--- config.mk ---
export PLATFORM = sky130hd
export DESIGN_NAME = gray_seq_decoder
export DESIGN_NICKNAME = d
export VERILOG_FILES = /design/src/rtl/gray_seq_decoder.sv
export SDC_FILE = /design/constraint.sdc
export NUM_CORES = 1
export LEC_CHECK = 0
export CORE_MARGIN = 8
export CORE_UTILIZATION = 58
export CTS_BUF_LIST = sky130_fd_sc_hd__clkbuf_4 sky130_fd_sc_hd__clkbuf_8
export CTS_CLUSTER_DIAMETER = 120
export DETAILED_ROUTE_END_ITERATION = 6
export GPL_TIMING_DRIVEN = 0
export PLACE_DENSITY = 0.95
export SYNTH_ARGS = -nofsm -noshare
export SYNTH_HDL_FRONTEND = slang
export SYNTH_SLANG_ARGS = --single-unit
--- constraint.sdc ---
create_clock -name clk -period 5.5 [get_ports clk]
set_input_delay 1.1 -clock clk [delete_from_list [all_inputs] [get_ports clk]]
set_output_delay 1.1 -clock clk [all_outputs]
set_load 0.05 [all_outputs]
--- src/rtl/gray_seq_decoder.sv ---
`default_nettype none
// ============================================================================
// Module   : gray_seq_decoder
// Purpose  : Samples a W-bit gray-coded bus, decodes it to binary, classifies
//            each valid transition (HOLD / UP / DN / ILLEGAL), tracks a
//            position count and runs an IDLE/ACQ/LOCKED/ERR protocol checker.
// Options  : ERR_CNT_EN - when defined, builds a saturating 8-bit counter of
//            illegal transitions (cleared by reset only); otherwise err_count
//            is tied to zero.
// Revision : 1.0 - initial release
// ============================================================================
module gray_seq_decoder #(
  parameter int W        = 2,
  parameter int LOCK_CNT = 4,
  parameter int CNT_W    = 8
) (
  input  logic             clk,
  input  logic             rst_n,
  input  logic [W-1:0]     gray_in,
  input  logic             in_valid,
  input  logic             clr,
  output logic [W-1:0]     bin_out,
  output logic             step_up,
  output logic             step_dn,
  output logic [CNT_W-1:0] pos_cnt,
  output logic             locked,
  output logic             err,
  output logic [7:0]       err_count
);

  typedef enum logic [1:0] {
    S_IDLE   = 2'd0,
    S_ACQ    = 2'd1,
    S_LOCKED = 2'd2,
    S_ERR    = 2'd3
  } state_t;

  localparam logic [W-1:0]     W_ONE   = {{(W-1){1'b0}}, 1'b1};
  localparam logic [W-1:0]     W_ALL1  = {W{1'b1}};
  localparam logic [CNT_W-1:0] CNT_ONE = {{(CNT_W-1){1'b0}}, 1'b1};
  localparam logic [7:0]       LOCK_C  = 8'(LOCK_CNT);

  state_t         state;
  state_t         nxt_state;
  logic [7:0]     run;
  logic [7:0]     nxt_run;
  logic [7:0]     run_inc;
  logic [W-1:0]   prev_bin;
  logic [W-1:0]   bin;
  logic [W-1:0]   delta;
  logic           is_hold;
  logic           is_up;
  logic           is_dn;
  logic           is_ill;
  logic           sample;

  // Each binary bit is the XOR of all gray bits at or above it; this avoids a
  // bit-to-bit ripple chain inside one vector.
  for (genvar gi = 0; gi < W; gi++) begin : g_dec
    assign bin[gi] = ^gray_in[W-1:gi];
  end

  // clr always wins over a coincident sample.
  assign sample  = in_valid & ~clr;
  assign delta   = bin - prev_bin;
  assign is_hold = (delta == '0);
  assign is_up   = (delta == W_ONE);
  assign is_dn   = (delta == W_ALL1);
  assign is_ill  = ~(is_hold | is_up | is_dn);
  assign run_inc = run + 8'd1;

  // Next-state and up-step run length for the acquisition FSM.
  always_comb begin
    nxt_state = state;
    nxt_run   = run;
    if (clr) begin
      nxt_state = S_IDLE;
      nxt_run   = 8'd0;
    end else if (in_valid) begin
      case (state)
        S_IDLE: begin
          nxt_state = S_ACQ;
          nxt_run   = 8'd0;
        end
        S_ACQ: begin
          if (is_up) begin
            nxt_run = run_inc;
            if (run_inc >= LOCK_C) nxt_state = S_LOCKED;
          end else if (is_dn) begin
            nxt_run = 8'd0;
          end else if (is_ill) begin
            nxt_state = S_ERR;
          end
        end
        S_LOCKED: begin
          if (is_dn || is_ill) nxt_state = S_ERR;
        end
        default: nxt_state = S_ERR;  // ERR is held until clr
      endcase
    end
  end

  // FSM state, datapath registers and registered status outputs.
  always_ff @(posedge clk or negedge rst_n) begin
    if (!rst_n) begin
      state    <= S_IDLE;
      run      <= 8'd0;
      prev_bin <= '0;
      bin_out  <= '0;
      step_up  <= 1'b0;
      step_dn  <= 1'b0;
      pos_cnt  <= '0;
      locked   <= 1'b0;
      err      <= 1'b0;
    end else begin
      state   <= nxt_state;
      run     <= nxt_run;
      locked  <= (nxt_state == S_LOCKED);
      err     <= (nxt_state == S_ERR);
      step_up <= 1'b0;
      step_dn <= 1'b0;
      if (sample) begin
        prev_bin <= bin;
        bin_out  <= bin;
        if (state == S_IDLE) begin
          // First sample only establishes the reference position.
          pos_cnt <= '0;
        end else begin
          step_up <= is_up;
          step_dn <= is_dn;
          if (is_up)      pos_cnt <= pos_cnt + CNT_ONE;
          else if (is_dn) pos_cnt <= pos_cnt - CNT_ONE;
        end
      end
    end
  end

`ifdef ERR_CNT_EN
  // Saturating count of illegal transitions; survives clr, cleared by reset.
  always_ff @(posedge clk or negedge rst_n) begin
    if (!rst_n) begin
      err_count <= 8'd0;
    end else if (sample && (state != S_IDLE) && is_ill && (err_count != 8'hFF)) begin
      err_count <= err_count + 8'd1;
    end
  end
`else
  assign err_count = 8'd0;
`endif

endmodule
`default_nettype wire

* After elaboration in Yosys (flattened, before gate mapping) *
Index checks and enable logic that the tools add are counted.

operators by class
  add/subtract/negate cells = 4
  order comparisons = 1
  equality and inequality tests = 7
  multiplexer cells = 20
  bitwise logic cells = 5
  reduce and logical (&&, ||, !) cells = 9

operators by type and width
  cell                                                 number
  2-to-1 mux 8 bit                                     7
  adder 8 x 1 -> 8 bit, second input constant          2
  case mux 8 bit (2 select lines)                      1
  2-to-1 mux 2 bit                                     7
  == test 2 bit, second input constant                 4
  >= comparator 8 x 3 -> 1 bit, second input constant  1
  subtractor 8 x 1 -> 8 bit, second input constant     1
  case mux 2 bit (3 select lines)                      1
  nonzero test 3 bit                                   2
  == test 2 x 1 -> 1 bit, second input constant        2
  zero test 2 bit                                      2
  2-to-1 mux 1 bit                                     4
  inequality test 4 bit, second input constant         1
  AND reduction 3 bit                                  1
  inverter 1 bit                                       2
  bitwise OR 1 bit                                     2
  AND reduction 2 bit                                  1
  nonzero test 2 bit                                   1
  XOR reduction 2 bit                                  1
  subtractor 2 bit                                     1
  AND 1 bit                                            1
  logical OR 1 bit                                     1

word-level totals
  register bits after elaboration = 24
  input bits = 6
  output and inout port bits = 22
  word-level logic and storage cells = 54

* Longest topological paths before layout *
  word-level depth = 12
  mapped depth = 11
  depth with buffers taken out = 11

* Worst setup path after synthesis *
No wires, ideal clock.

  path kind = in2reg
  start = input port gray_in[1]
  end = register pos_cnt[6]
  library setup time = 122 ps
  arrival time = 3246 ps
  required time = 5378 ps
  setup slack = 2133 ps
  cell stages on the path = 10
  path buffers = 0
  cell sequence = xnor2_1 ha_1 xnor3_2 nand2b_2 ha_1 nor2b_1 o21ai_1 a21oi_1 or4_1 a32o_1

between the ends
  longest elaborated chain between the ends = 5
  elaborated cells on any way between the ends = 8
  those cells by class = add/sub (1); eq/ne (2); mux (2); reduce/logical (3)

ends and longest elaborated chain
  element                                                                          line    RTL
  from (decl)                                                                      19      input logic [W-1:0] gray_in,
  XOR reduction 2 bit                                                              60      assign bin[gi] = ^gray_in[W-1:gi];
  subtractor 2 bit (*)                                                             65      assign delta = bin - prev_bin;
  == test 2 x 1 -> 1 bit / == test 2 bit (equally long branches)                   67, 68
  nonzero test 3 bit (no source line) / 2-to-1 mux 8 bit (equally long branches)   n/a
  AND reduction 2 bit (no source line) / 2-to-1 mux 8 bit (equally long branches)  n/a
  to (signal assigned)                                                             131     if (is_up) pos_cnt <= pos_cnt + CNT_ONE;
  to (signal assigned)                                                             132     else if (is_dn) pos_cnt <= pos_cnt - CNT_ONE;
  to (decl)                                                                        25      output logic [CNT_W-1:0] pos_cnt,

Mark *: on every way between the ends. The rest lies on a longest branch, timed or not.
A chain may end at the register's enable or synchronous reset.

* Worst setup path after layout *
Same ends and word-level chain as after synthesis.

==> flow_summary.yaml <==
outcome:
  status: "complete, no violations"
worst_setup_path:
  cp-endpoint: "pos_cnt[6]$_DFFE_PN0P_"
  crit_top_cell: "ha_1"
  crit_path_max_fanout: 8
  rr_startpoint: "prev_bin[0]$_DFFE_PN0P_"
  crit_type: "in -> reg"
  cp-end-kind: "register"
  cpMaxStageDelayCell: "clkdlybuf4s50_1"
  max_stage_delay_ns: 0.47
  crit_chain: "clkdlybuf4s50_1 > xnor2_1 > ha_1 > xnor3_2 > nand2b_2 > ha_1 > nor2b_1 > o21ai_1 > a21oi_1 > or4_1 > a32o_1"
  crit_arrival_ns: 4.11
  reg2reg_slack_ns: 2.66
  required_ns: 5.74
  r2r-end: "pos_cnt[6]$_DFFE_PN0P_"
  reg2reg_depth: 9
  cp-start-kind: "input port"
  startpoint: "gray_in[1]"
yosys:
  synth-warning-count: 0
  synthCells: 165
  synth_top_area_cell: "dfrtp_1"
  ys_seq_elements: 24
  syn_area_per_cell_um2: 9.33
  async_reset_ff_share_pct: 100
  synthFlopType: "dfrtp_1"
  seq_area_frac_synth_pct: 39.0
  synth_edf_count: 0
  synth_area_mm2: 0.00154
  yosys-top-cells-area: "dfrtp_1 39%, o21ai_0 6.8%, ha_1 6.5%, nand2_1 4.6%, buf_4 3.9%"
  synthDistinctLibCells: 48
  synth_top_cell_area_share_pct: 39.0
detailed_routing:
  postRouteAntennaNets: 0
  routed_wl_mm: 3.70
  dr.pass1.iters: 4
  first_iter_violations: 77
  viasPerCell: 6.09
  wire_per_inst_um: 16.4
  drc: 0
  num_vias: 1370
placement:
  place_area_mm2: 0.00179
  place.gp.congestion: 0.898
  dp.final_hpwl_mm: 2.77
  portBuffers: 19
  dpl.cell_count: 221
clock_network:
  clkTransAtPathRegs_ns: 0.14
  cts_resized: 0
  cts_setup_buffers: 0
  clk_path_buf_depth: 2
  cts_tree: "yes"
  numCtsBuffers: 3
  htree_levels: 1
  cts-root-buf: "clkbuf_4"
  cts_hold_buf: 0
  worst_skew_pair.late_latency_ns: 0.33
  cts_sinks: 24
timing:
  tightestPinTransition_ns: 1.06
  fmax_ghz: 0.259
  skew_ns: 0.00879
  fin_crit_ns: 3.87
  tns_ns: 0
  final_hold_viol_count: 0
  min_period_over_period_pct: 70.3
  rsz0062_at_grt: "false"
  drv_slew: 0
  setup_viol: 0
  relSlewSlack_pct: 29.4
power:
  ir_worst_vdd_mv: 0.561
  power_per_cell_area_mw_per_mm2: 440
  p_leak_nw: 0.850
  total_power_mw: 0.805
layout:
  nFillCells: 183
  diodes: 0
  seqCellArea_um2: 601
  final_cells: 225
  nets: 211
  finish.utilization_pct: 73.2
  syn_to_final_growth_pct: 18.8
  multi_input_area_um2: 867
  drive_gt1_share_pct: 11.8
  final_cell_area_mm2: 0.00183
floorplanning:
  fp.dieH_um: 67.5
  core-area_mm2: 0.00250
  die_x_um: 67.5
  io_pins: 28
  placementRows: 18
  start_util_pct: 61.6
  die_area_mm2: 0.00456
global_route:
  antenna_found_initial: 0
  grt_start_max_net_pins: 25
  grt_pass1_wl_mm: 6.04
  track_usage_pct: 16.9
  grt_overflow_total: 0
  grt_pass1_vias: 1318
hold_path:
  hp-class: "reg -> reg"
run:
  maxCapViolations: 0
-- through the flow --
step | setup slack [ns] | hold slack (ns)
final | 1.63 | 0.523
after global routing | 1.50 | 0.553
after CTS | 1.65 | 0.512
after detailed placement | 1.30 | 0.494
after global placement | 1.43 | 0.459
after floorplan | 2.13 | 0.486
-- cell type report --
type	count	area share [%]
plain buffers	10	3.76
clock buffers	4	1.98
inverters	8	1.64
multi-input cells	130	47.4
flip-flops and latches	24	32.8
well taps	30	2.05
repair buffers	19	10.4
-- cells by family after synthesis --
family | synth area share [%]
compound gates | 22.5
xor+xnor | 3.82
fa+ha+maj | 7.80
buf+inv | 6.42
flops | 39.0
mux | 0.650
other cells | 0.243
simple gates | 19.6
-- critical path: cells and delay by family --
family | cells | cell delay, ns
buf+inv | 1 | 0.47
simple gates | 3 | 0.84
xor+xnor | 2 | 0.60
compound gates | 3 | 0.61
fa+ha+maj | 2 | 0.49
-- where the power goes --
part           internal (mW)  switching (mW)
registers              0.207          0.0312
logic                  0.176           0.292
clock network         0.0406          0.0580
-- state kept, by name, indices dropped and copies added, names as in the netlist --
name,flops
run,8
step_dn,1
err,1
state,2
step_up,1
locked,1
prev_bin,2
pos_cnt,8
-- metal layers --
metal,vias up,global-route usage [%],wire length [um]
li1,646,-,-
met1,653,21.1,1590
met2,62,27.9,1750
met3,9,3.15,291
met4,0,6.79,65
met5,-,0,0
-- cells in the final DEF, fill, tap and decap left out, drive strengths merged, types with 2 or more instances in the layout --
cell / n
conb: 8
o21ai: 23
nand3: 5
xnor2: 2
a31oi: 3
a21o: 4
buf: 8
nand4b: 2
nor4: 3
nor2: 7
and2: 2
clkdlybuf4s50: 19
a211oi: 3
or3: 2
clkbuf: 6
a21oi: 4
nand2b: 2
inv: 8
o31ai: 4
xor2: 2
dfrtp: 24
nor3: 2
nor2b: 7
nand2: 19
ha: 8
o211ai: 2
-- synthesized netlist by cell type, drive strengths merged (2+ instances only) --
| library cell | n |
|---|---|
| nor2b | 7 |
| clkbuf | 2 |
| o31ai | 4 |
| buf | 8 |
| and2 | 2 |
| xor2 | 2 |
| nor2 | 7 |
| a21oi | 4 |
| nand4b | 2 |
| nand3 | 5 |
| nand2b | 2 |
| inv | 8 |
| o21ai | 23 |
| nor4 | 3 |
| a21o | 4 |
| xnor2 | 2 |
| ha | 8 |
| a31oi | 3 |
| dfrtp | 24 |
| nand2 | 19 |
| nor3 | 2 |
| o211ai | 2 |
| or3 | 2 |
| a211oi | 3 |
-- worst min path at each step --
| stage | startpoint | end | slack, ns | cells past startpoint |
|---|---|---|---|---|
| finish | pos_cnt[7]$_DFFE_PN0P_ | pos_cnt[7]$_DFFE_PN0P_ | 0.52 | 1 |
| global route | pos_cnt[7]$_DFFE_PN0P_ | pos_cnt[7]$_DFFE_PN0P_ | 0.55 | 1 |
| CTS | pos_cnt[7]$_DFFE_PN0P_ | pos_cnt[7]$_DFFE_PN0P_ | 0.51 | 1 |
| detailed placement | pos_cnt[7]$_DFFE_PN0P_ | pos_cnt[7]$_DFFE_PN0P_ | 0.49 | 1 |
| global placement | pos_cnt[7]$_DFFE_PN0P_ | pos_cnt[7]$_DFFE_PN0P_ | 0.46 | 1 |
| floorplan | run[7]$_DFFE_PN0P_ | run[7]$_DFFE_PN0P_ | 0.49 | 1 |
Power figures use the tool's default switching activity.
